--- src/rtl/motor_ramp_if.sv ---
// motor_ramp_if: command and drive signals for one wheel.
// Master issues the software command; slave returns the ramped drive.
interface motor_ramp_if #(
   parameter int DUTY_W = 8
);
   logic [DUTY_W-1:0] tgt_duty;
   logic              tgt_dir;
   logic              tgt_en;
   logic [DUTY_W-1:0] out_duty;
   logic              out_dir;
   logic              out_en;
   logic              busy;

   modport master (
      output tgt_duty,
      output tgt_dir,
      output tgt_en,
      input  out_duty,
      input  out_dir,
      input  out_en,
      input  busy
   );

   modport slave (
      input  tgt_duty,
      input  tgt_dir,
      input  tgt_en,
      output out_duty,
      output out_dir,
      output out_en,
      output busy
   );
endinterface

--- src/rtl/motor_ramp.sv ---
// motor_ramp: duty slew limiter with a protected reversal sequence.
// Ramp to zero, hold a dead time with the bridge off, then flip direction.
module motor_ramp #(
   parameter int DUTY_W         = 8,
   parameter int STEP           = 4,
   parameter int TICK_DIV       = 50000,
   parameter int DEADTIME_TICKS = 10
) (
   input  logic        PCLK,
   input  logic        PRESERN,
   motor_ramp_if.slave bus
);

   localparam int TW = (TICK_DIV > 1) ? $clog2(TICK_DIV) : 1;
   localparam int DW = (DEADTIME_TICKS > 1) ? $clog2(DEADTIME_TICKS) : 1;

   localparam logic [TW-1:0]     TCNT_MAX = TW'(TICK_DIV - 1);
   localparam logic [DW-1:0]     DCNT_MAX = DW'(DEADTIME_TICKS - 1);
   localparam logic [DUTY_W:0]   STEP_X   = (DUTY_W + 1)'(STEP);
   localparam logic [DUTY_W-1:0] STEP_N   = DUTY_W'(STEP);

   typedef enum logic [1:0] {
      RUN      = 2'd0,
      REV_DOWN = 2'd1,
      DEAD     = 2'd2
   } state_e;

   state_e            state_q, state_d;
   logic [TW-1:0]     tcnt_q, tcnt_d;
   logic [DW-1:0]     dcnt_q, dcnt_d;
   logic [DUTY_W-1:0] duty_q, duty_d;
   logic              dir_q, dir_d;
   logic              en_q, en_d;

   logic              tick;
   logic [DUTY_W-1:0] eff;
   logic [DUTY_W:0]   up_sum;
   logic [DUTY_W-1:0] up_val;
   logic [DUTY_W-1:0] dn_val;
   logic [DUTY_W-1:0] seek_val;
   logic [DUTY_W-1:0] rev_val;

   // Free-running ramp tick divider
   always_comb begin
      tick   = (tcnt_q == TCNT_MAX);
      tcnt_d = tick ? '0 : tcnt_q + 1'b1;
   end

   // Step arithmetic: widened up-step clamped to target,
   // compare-before-subtract down-steps so nothing wraps
   always_comb begin
      eff    = bus.tgt_en ? bus.tgt_duty : '0;
      up_sum = {1'b0, duty_q} + STEP_X;
      up_val = (up_sum > {1'b0, eff}) ? eff : up_sum[DUTY_W-1:0];
      dn_val = eff;
      if (duty_q > eff) begin
         if ((duty_q - eff) > STEP_N) begin
            dn_val = duty_q - STEP_N;
         end
      end
      if (eff > duty_q) begin
         seek_val = up_val;
      end else if (duty_q > eff) begin
         seek_val = dn_val;
      end else begin
         seek_val = duty_q;
      end
      rev_val = (duty_q > STEP_N) ? duty_q - STEP_N : '0;
   end

   // Next-state, duty, direction and bridge enable
   always_comb begin
      state_d = state_q;
      dcnt_d  = dcnt_q;
      duty_d  = duty_q;
      dir_d   = dir_q;
      unique case (state_q)
         RUN: begin
            if (tick) begin
               if (bus.tgt_dir == dir_q) begin
                  duty_d = seek_val;
               end else if (duty_q != '0) begin
                  state_d = REV_DOWN;
               end else begin
                  state_d = DEAD;
                  dcnt_d  = '0;
               end
            end
         end
         REV_DOWN: begin
            // a cancelled reversal resumes at once, tick or not
            if (bus.tgt_dir == dir_q) begin
               state_d = RUN;
            end else if (tick) begin
               duty_d = rev_val;
               if (rev_val == '0) begin
                  state_d = DEAD;
                  dcnt_d  = '0;
               end
            end
         end
         DEAD: begin
            duty_d = '0;
            if (tick) begin
               dcnt_d = dcnt_q + 1'b1;
               if (dcnt_q == DCNT_MAX) begin
                  dir_d   = bus.tgt_dir;
                  state_d = RUN;
               end
            end
         end
         default: begin
            state_d = RUN;
         end
      endcase

      // bridge stays on while coasting down, off in dead time
      en_d = 1'b0;
      if (state_d == REV_DOWN) begin
         en_d = 1'b1;
      end else if (state_d == RUN) begin
         en_d = bus.tgt_en || (duty_d != '0);
      end
   end

   // State and output registers
   always_ff @(posedge PCLK or negedge PRESERN) begin
      if (!PRESERN) begin
         state_q <= RUN;
         tcnt_q  <= '0;
         dcnt_q  <= '0;
         duty_q  <= '0;
         dir_q   <= 1'b0;
         en_q    <= 1'b0;
      end else begin
         state_q <= state_d;
         tcnt_q  <= tcnt_d;
         dcnt_q  <= dcnt_d;
         duty_q  <= duty_d;
         dir_q   <= dir_d;
         en_q    <= en_d;
      end
   end

   assign bus.out_duty = duty_q;
   assign bus.out_dir  = dir_q;
   assign bus.out_en   = en_q;
   assign bus.busy     = (state_q != RUN) || (duty_q != eff);

endmodule

--- src/flat_wrapper.sv ---
// flat-port wrapper written by rule: the top's interface ports become plain ports
module motor_ramp_flat 
#(
   parameter int DUTY_W         = 8,
   parameter int STEP           = 4,
   parameter int TICK_DIV       = 50000,
   parameter int DEADTIME_TICKS = 10
)
  (PCLK, PRESERN, bus_tgt_duty, bus_tgt_dir, bus_tgt_en, bus_out_duty, bus_out_dir, bus_out_en, bus_busy);
  motor_ramp_if #(.DUTY_W(DUTY_W)) bus_i ();
  input  logic PCLK;
  input  logic PRESERN;
  input wire logic [$bits(bus_i.tgt_duty)-1:0] bus_tgt_duty;
  input wire logic [$bits(bus_i.tgt_dir)-1:0] bus_tgt_dir;
  input wire logic [$bits(bus_i.tgt_en)-1:0] bus_tgt_en;
  output wire logic [$bits(bus_i.out_duty)-1:0] bus_out_duty;
  output wire logic [$bits(bus_i.out_dir)-1:0] bus_out_dir;
  output wire logic [$bits(bus_i.out_en)-1:0] bus_out_en;
  output wire logic [$bits(bus_i.busy)-1:0] bus_busy;
  assign bus_i.tgt_duty = bus_tgt_duty;
  assign bus_i.tgt_dir = bus_tgt_dir;
  assign bus_i.tgt_en = bus_tgt_en;
  assign bus_out_duty = bus_i.out_duty;
  assign bus_out_dir = bus_i.out_dir;
  assign bus_out_en = bus_i.out_en;
  assign bus_busy = bus_i.busy;
  motor_ramp #(.DUTY_W(DUTY_W), .STEP(STEP), .TICK_DIV(TICK_DIV), .DEADTIME_TICKS(DEADTIME_TICKS)) u_core (.PCLK(PCLK), .PRESERN(PRESERN), .bus(bus_i));
endmodule
--- config.mk ---
export PLATFORM = sky130hd
export DESIGN_NAME = motor_ramp_flat
export DESIGN_NICKNAME = d
export VERILOG_FILES = /design/src/rtl/motor_ramp_if.sv /design/src/rtl/motor_ramp.sv /design/src/flat_wrapper.sv
export SDC_FILE = /design/constraint.sdc
export NUM_CORES = 1
export LEC_CHECK = 0
export CAP_MARGIN = 30
export CORE_AREA = 2 2 80 82
export DETAILED_ROUTE_END_ITERATION = 7
export DIE_AREA = 0 0 82 84
export PLACE_DENSITY = 0.76
export SYNTH_ARGS = -nofsm -noshare
export SYNTH_HDL_FRONTEND = slang
export SYNTH_SLANG_ARGS = --single-unit
--- constraint.sdc ---
create_clock -name PCLK -period 10.5 [get_ports PCLK]
set_input_delay 3.15 -clock PCLK [delete_from_list [all_inputs] [get_ports PCLK]]
set_output_delay 3.15 -clock PCLK [all_outputs]
set_load 0.05 [all_outputs]
* Yosys cells after proc, flatten, opt, wreduce, memory -nomap -nowiden
Cells that the tools add are included.
** Operators by class
- Add/subtract/negate cells :: 5
- $lt $le $gt $ge :: 5
- Eq/ne operators :: 14
- Muxes and demuxes :: 31
- Reductions and logical operators :: 11
** Operator list (number)
- 8-bit two-way mux :: 10
- 4-bit two-way mux :: 7
- 8-bit case mux with 3 select lines :: 1
- 16-bit by 1-bit adder with 16-bit output, second input constant :: 1
- 16-bit equality test, second input constant :: 1
- 8-bit by 3-bit greater-than comparator with 1-bit output, second input constant :: 2
- 8-bit greater-than comparator :: 2
- 16-bit two-way mux :: 1
- 2-bit two-way mux :: 8
- 8-bit nonzero test :: 2
- 4-bit case mux with 3 select lines :: 1
- 8-bit by 3-bit adder with 9-bit output, second input constant :: 1
- 9-bit by 8-bit greater-than comparator with 1-bit output :: 1
- 8-bit zero test :: 1
- 2-bit by 1-bit != test with 1-bit output, second input constant :: 4
- 8-bit != test :: 1
- 8-bit AND reduction :: 1
- 8-bit by 3-bit subtractor with 8-bit output, second input constant :: 1
- 8-bit subtractor :: 1
- 2-bit != test, second input constant :: 3
- 2-bit case mux with 3 select lines :: 1
- 4-bit by 1-bit adder with 4-bit output, second input constant :: 1
- 2-bit by 1-bit equality test with 1-bit output, second input constant :: 2
- 4-bit equality test, second input constant :: 1
- other kinds (8) :: 11
** Storage, ports and cells
- Register bits :: 32
- Input bits :: 12
- Output and inout port bits :: 11
- Word-level logic and storage cells :: 72

* Longest topological paths before layout
- Depth after elaboration :: 13
- Depth in mapped cells :: 16
- Gate-level depth less buffers :: 14

* Worst setup path after synthesis
No wires, ideal clock.
- Path kind :: input port to output port
- Start point :: input bus_tgt_en
- End point :: output bus_busy
- Arrival time :: 5128 ps
- Data required time :: 7350 ps
- Setup slack :: 2222 ps
- Cell stages on the path :: 7
- Path buffers :: 2
- Cells stage by stage :: clkbuf_1 nand2_1 ha_1 buf_2 nand4_1 nor4_1 nand2_1
** Between the ends
- Longest elaborated chain between the ends :: 3
** RTL lines
- start, declared :: RTL line flat_wrapper.sv:15 : input wire logic [$bits(bus_i.tgt_en)-1:0] bus_tgt_en;
- 8-bit two-way mux :: RTL line motor_ramp.sv:52 : eff = bus.tgt_en ? bus.tgt_duty : '0;
- 8-bit != test :: RTL line motor_ramp.sv:148 : assign bus.busy = (state_q != RUN) || (duty_q != eff);
- 1-bit logical OR :: RTL line motor_ramp.sv:148
- end, declared :: RTL line flat_wrapper.sv:19 : output wire logic [$bits(bus_i.busy)-1:0] bus_busy;
Every way passes these cells.

* Worst setup path in the final report
Same ends and word-level chain as after synthesis.

==> impl_metrics.env <==
export IMPL_synth_xor_area_share_pct=6.889
export IMPL_synth_cell_types=71
export IMPL_grt_pass1_wl_um=12710
export IMPL_dp_hpwl_um=5376
export IMPL_grt_ovfl_total=0
export IMPL_ys_async_sr_fraction_pct=100.0
export IMPL_synth_edff_count=0
export IMPL_wire_per_inst_um=16.58
export IMPL_syn_nets=395
export IMPL_clkSinkCount=32
export IMPL_crit_required_ps=7350
export IMPL_p_seq_share_pct=44.6
export IMPL_nets=406
export IMPL_vias=2755
export IMPL_power_density_nw_per_um2=84.88
export IMPL_p_total_mw=0.2764
export IMPL_hold_buffers=0
export IMPL_drive_gt1_share_pct=6.434
export IMPL_ys_seq_elements=32
export IMPL_synth_compound_area_share_pct=20.80
export IMPL_postSynthCellCount=361
export IMPL_p_int_mw=0.2075
export IMPL_synth_simple_area_share_pct=27.77
export IMPL_synth_top_area_share_pct=27.39
export IMPL_cts_buffers=5
export IMPL_combinationalPowerShare_pct=12.9
export IMPL_num_rows=29
export IMPL_syn_area_um2=2924
export IMPL_post_route_period_util_pct=86.80
export IMPL_cp_start_kind="input port"
export IMPL_status="completed"
export IMPL_cts_tree="yes"
export IMPL_cts_root_buf="clkbuf_8"
export IMPL_hold_class="register to register"
export IMPL_die_w_um=82
export IMPL_netlist_top_cells_count="nand2_1, nor2_1, dfrtp_1"
export IMPL_hold_viol=0
export IMPL_rsz0062_at_grt="false"
export IMPL_synth_top_family_by_area="simple AND/OR/NAND/NOR gates"
export IMPL_grt_start_max_net_pins=33
export IMPL_ys_seq_area_share_pct=27.39
export IMPL_first_pass_iters=5
export IMPL_die_area_um2=6888
export IMPL_max_freq_ghz=0.1097
export IMPL_antenna_found_initial=0
export IMPL_synth_avg_cell_area_um2=8.100
export IMPL_grt_pass1_vias=2732
export IMPL_clockPowerShare_pct=42.5
export IMPL_worst_pin_slew_ps=772.5
export IMPL_clk_latency_ps=280
export IMPL_setup_tns_ps=0
export IMPL_drv_slew=0
export IMPL_maxCapViolCount=0
export IMPL_critPathMaxFanout=10
export IMPL_pin_count=23
export IMPL_period_minus_slack_ps=9114
export IMPL_post_cts_resized=0
export IMPL_ant_nets=0
export IMPL_synth_warnings=0
export IMPL_criticalPathCategory="input port to output pin"
export IMPL_power_switching_mw=0.06885
export IMPL_grt_util_all_layers_pct=23.29
export IMPL_clock_skew_ps=4.631
export IMPL_vdd_drop_max_mv=0.09931
export IMPL_design_core_area_um2=6096
export IMPL_antenna_cells=0
export IMPL_route_detailed_drc=0
export IMPL_post_cts_buffers=0
export IMPL_synth_fa_ha_area_share_pct=9.671
export IMPL_synthMuxAreaShare_pct=1.754
export IMPL_viasPerCell=6.122
export IMPL_start_util_pct=47.97
export IMPL_drt_iter0_markers=367
export IMPL_wl_um=7462
export IMPL_leakagePower_nw=1.406
export IMPL_worstPathArrival_ps=5960
export IMPL_h_tree_depth=2
export IMPL_yosys_area_top_type="dfrtp_1"
export IMPL_place_gp_congestion=0.9411
export IMPL_area_growth_pct=11.34
export IMPL_synth_flop_cell="dfrtp_1"
export IMPL_port_buffers=22
export IMPL_clkTransAtPathRegs_ps=70
export IMPL_endpoint_kind="output pin"
export IMPL_swShare_pct=24.92
export IMPL_die_h_um=84
export IMPL_setup_viol=0
export IMPL_synth_area_leaders="dfrtp_1, ha_1, nand2_1"
export IMPL_yosysMostFrequentCell="nand2_1"
export IMPL_clock_path_buffers=2
export IMPL_slew_headroom_pct=48.22
==> per-layer routing <==
metal	track usage, %	share of wire [%]
met1	32.35	46
met2	35.11	46
met3	5.303	6.4
met4	8.485	2.1
met5	0	0
==> path summary, 6_finish.rpt <==
check | from | to | slack [ps] | cells past startpoint
max | bus_tgt_en | bus_busy | 1390 | 8
min | u_core.tcnt_q[0] | u_core.tcnt_q[0] | 460 | 1
max reg2reg | u_core.bus.out_duty[2] | u_core.bus.out_en | 6460 | 13
min reg2reg | u_core.tcnt_q[0] | u_core.tcnt_q[0] | 460 | 1
max in group asynchronous | PRESERN | u_core.bus.out_duty[1] | 6940 | 2
min in group asynchronous | PRESERN | u_core.tcnt_q[13] | 3260 | 2
==> power by group through the flow <==
stage / combinational [mW] / clock, mW / sequential [mW]
finish: 0.0356 / 0.117 / 0.123
global route: 0.0393 / 0.126 / 0.123
CTS: 0.0352 / 0.120 / 0.123
detailed placement: 0.0352 / 0 / 0.126
global placement: 0.0344 / 0 / 0.126
floorplan: 0.0232 / 0 / 0.126
==> logic make-up (layout without fill, tap and decap cells) <==
kind of cell | after synthesis | count (layout)
xor gates and xnor gates | 23 | 23
DFF | 32 | 32
buffers and inverters | 36 | 48
muxes | 5 | 5
and+or+nand+nor | 155 | 155
adders and majority gates | 22 | 22
AOI/OAI and AO/OA | 88 | 88
==> per-stage QoR <==
step           hold slack, ps  cell area (um^2)  utilization (%)  instances  setup WS [ps]
6_report                457.2              3256            53.41        450           1386
2_1_floorplan           425.1              2924                -        361           2222
5_1_grt                 475.2              3256            53.41        450           1143
3_3_place_gp            439.5              3148            51.64        442           1444
4_1_cts                 457.0              3256            53.41        450           1401
3_5_place_dp            448.0              3148            51.64        442           1419
==> area by class of cell <==
cell class                 count  area (um^2)
clock buffer                   6        72.57
clock inverter                 2        35.03
fill                         575         2840
inverter                      16        60.06
multi-input combinational    293         1956
sequential                    32        800.8
tap                           77        96.34
timing repair buffer          24        235.2
==> worst max-delay path, cell delays in order <==
cell and delay [ps]:
clkdlybuf4s50_1 710, nand2_1 200, ha_1 470, nand4_1 190, nor4_1 270, buf_4 190
nand2_1 60, clkdlybuf4s50_1 730
==> flip-flops by register name, summed over array words and instances (netlist names) <==
| signal | flops |
|---|---|
| u_core.bus.out_en | 1 |
| u_core.state_q | 2 |
| u_core.dcnt_q | 4 |
| u_core.tcnt_q | 16 |
| u_core.bus.out_duty | 8 |
| u_core.bus.out_dir | 1 |
==> cells in the final DEF (no fill, tap or decap), types with 3 or more instances in the layout <==
| cell type | count |
|---|---|
| dfrtp_1 | 32 |
| clkdlybuf4s50_1 | 22 |
| a21o_1 | 3 |
| a21oi_1 | 17 |
| a211oi_1 | 3 |
| ha_1 | 21 |
| nor2_1 | 33 |
| a31oi_1 | 5 |
| inv_1 | 16 |
| nor4_1 | 4 |
| xor2_1 | 13 |
| nor2b_1 | 4 |
| nand4_1 | 5 |
| nand2b_1 | 8 |
| clkbuf_8 | 5 |
| nand2_1 | 40 |
| mux2i_1 | 4 |
| nor3_1 | 6 |
| o21ai_0 | 20 |
| o22ai_1 | 3 |
| nand3_1 | 20 |
| or3_1 | 5 |
| xnor2_1 | 10 |
| and3_1 | 11 |
Note: power is estimated with default switching activity, not from simulation.
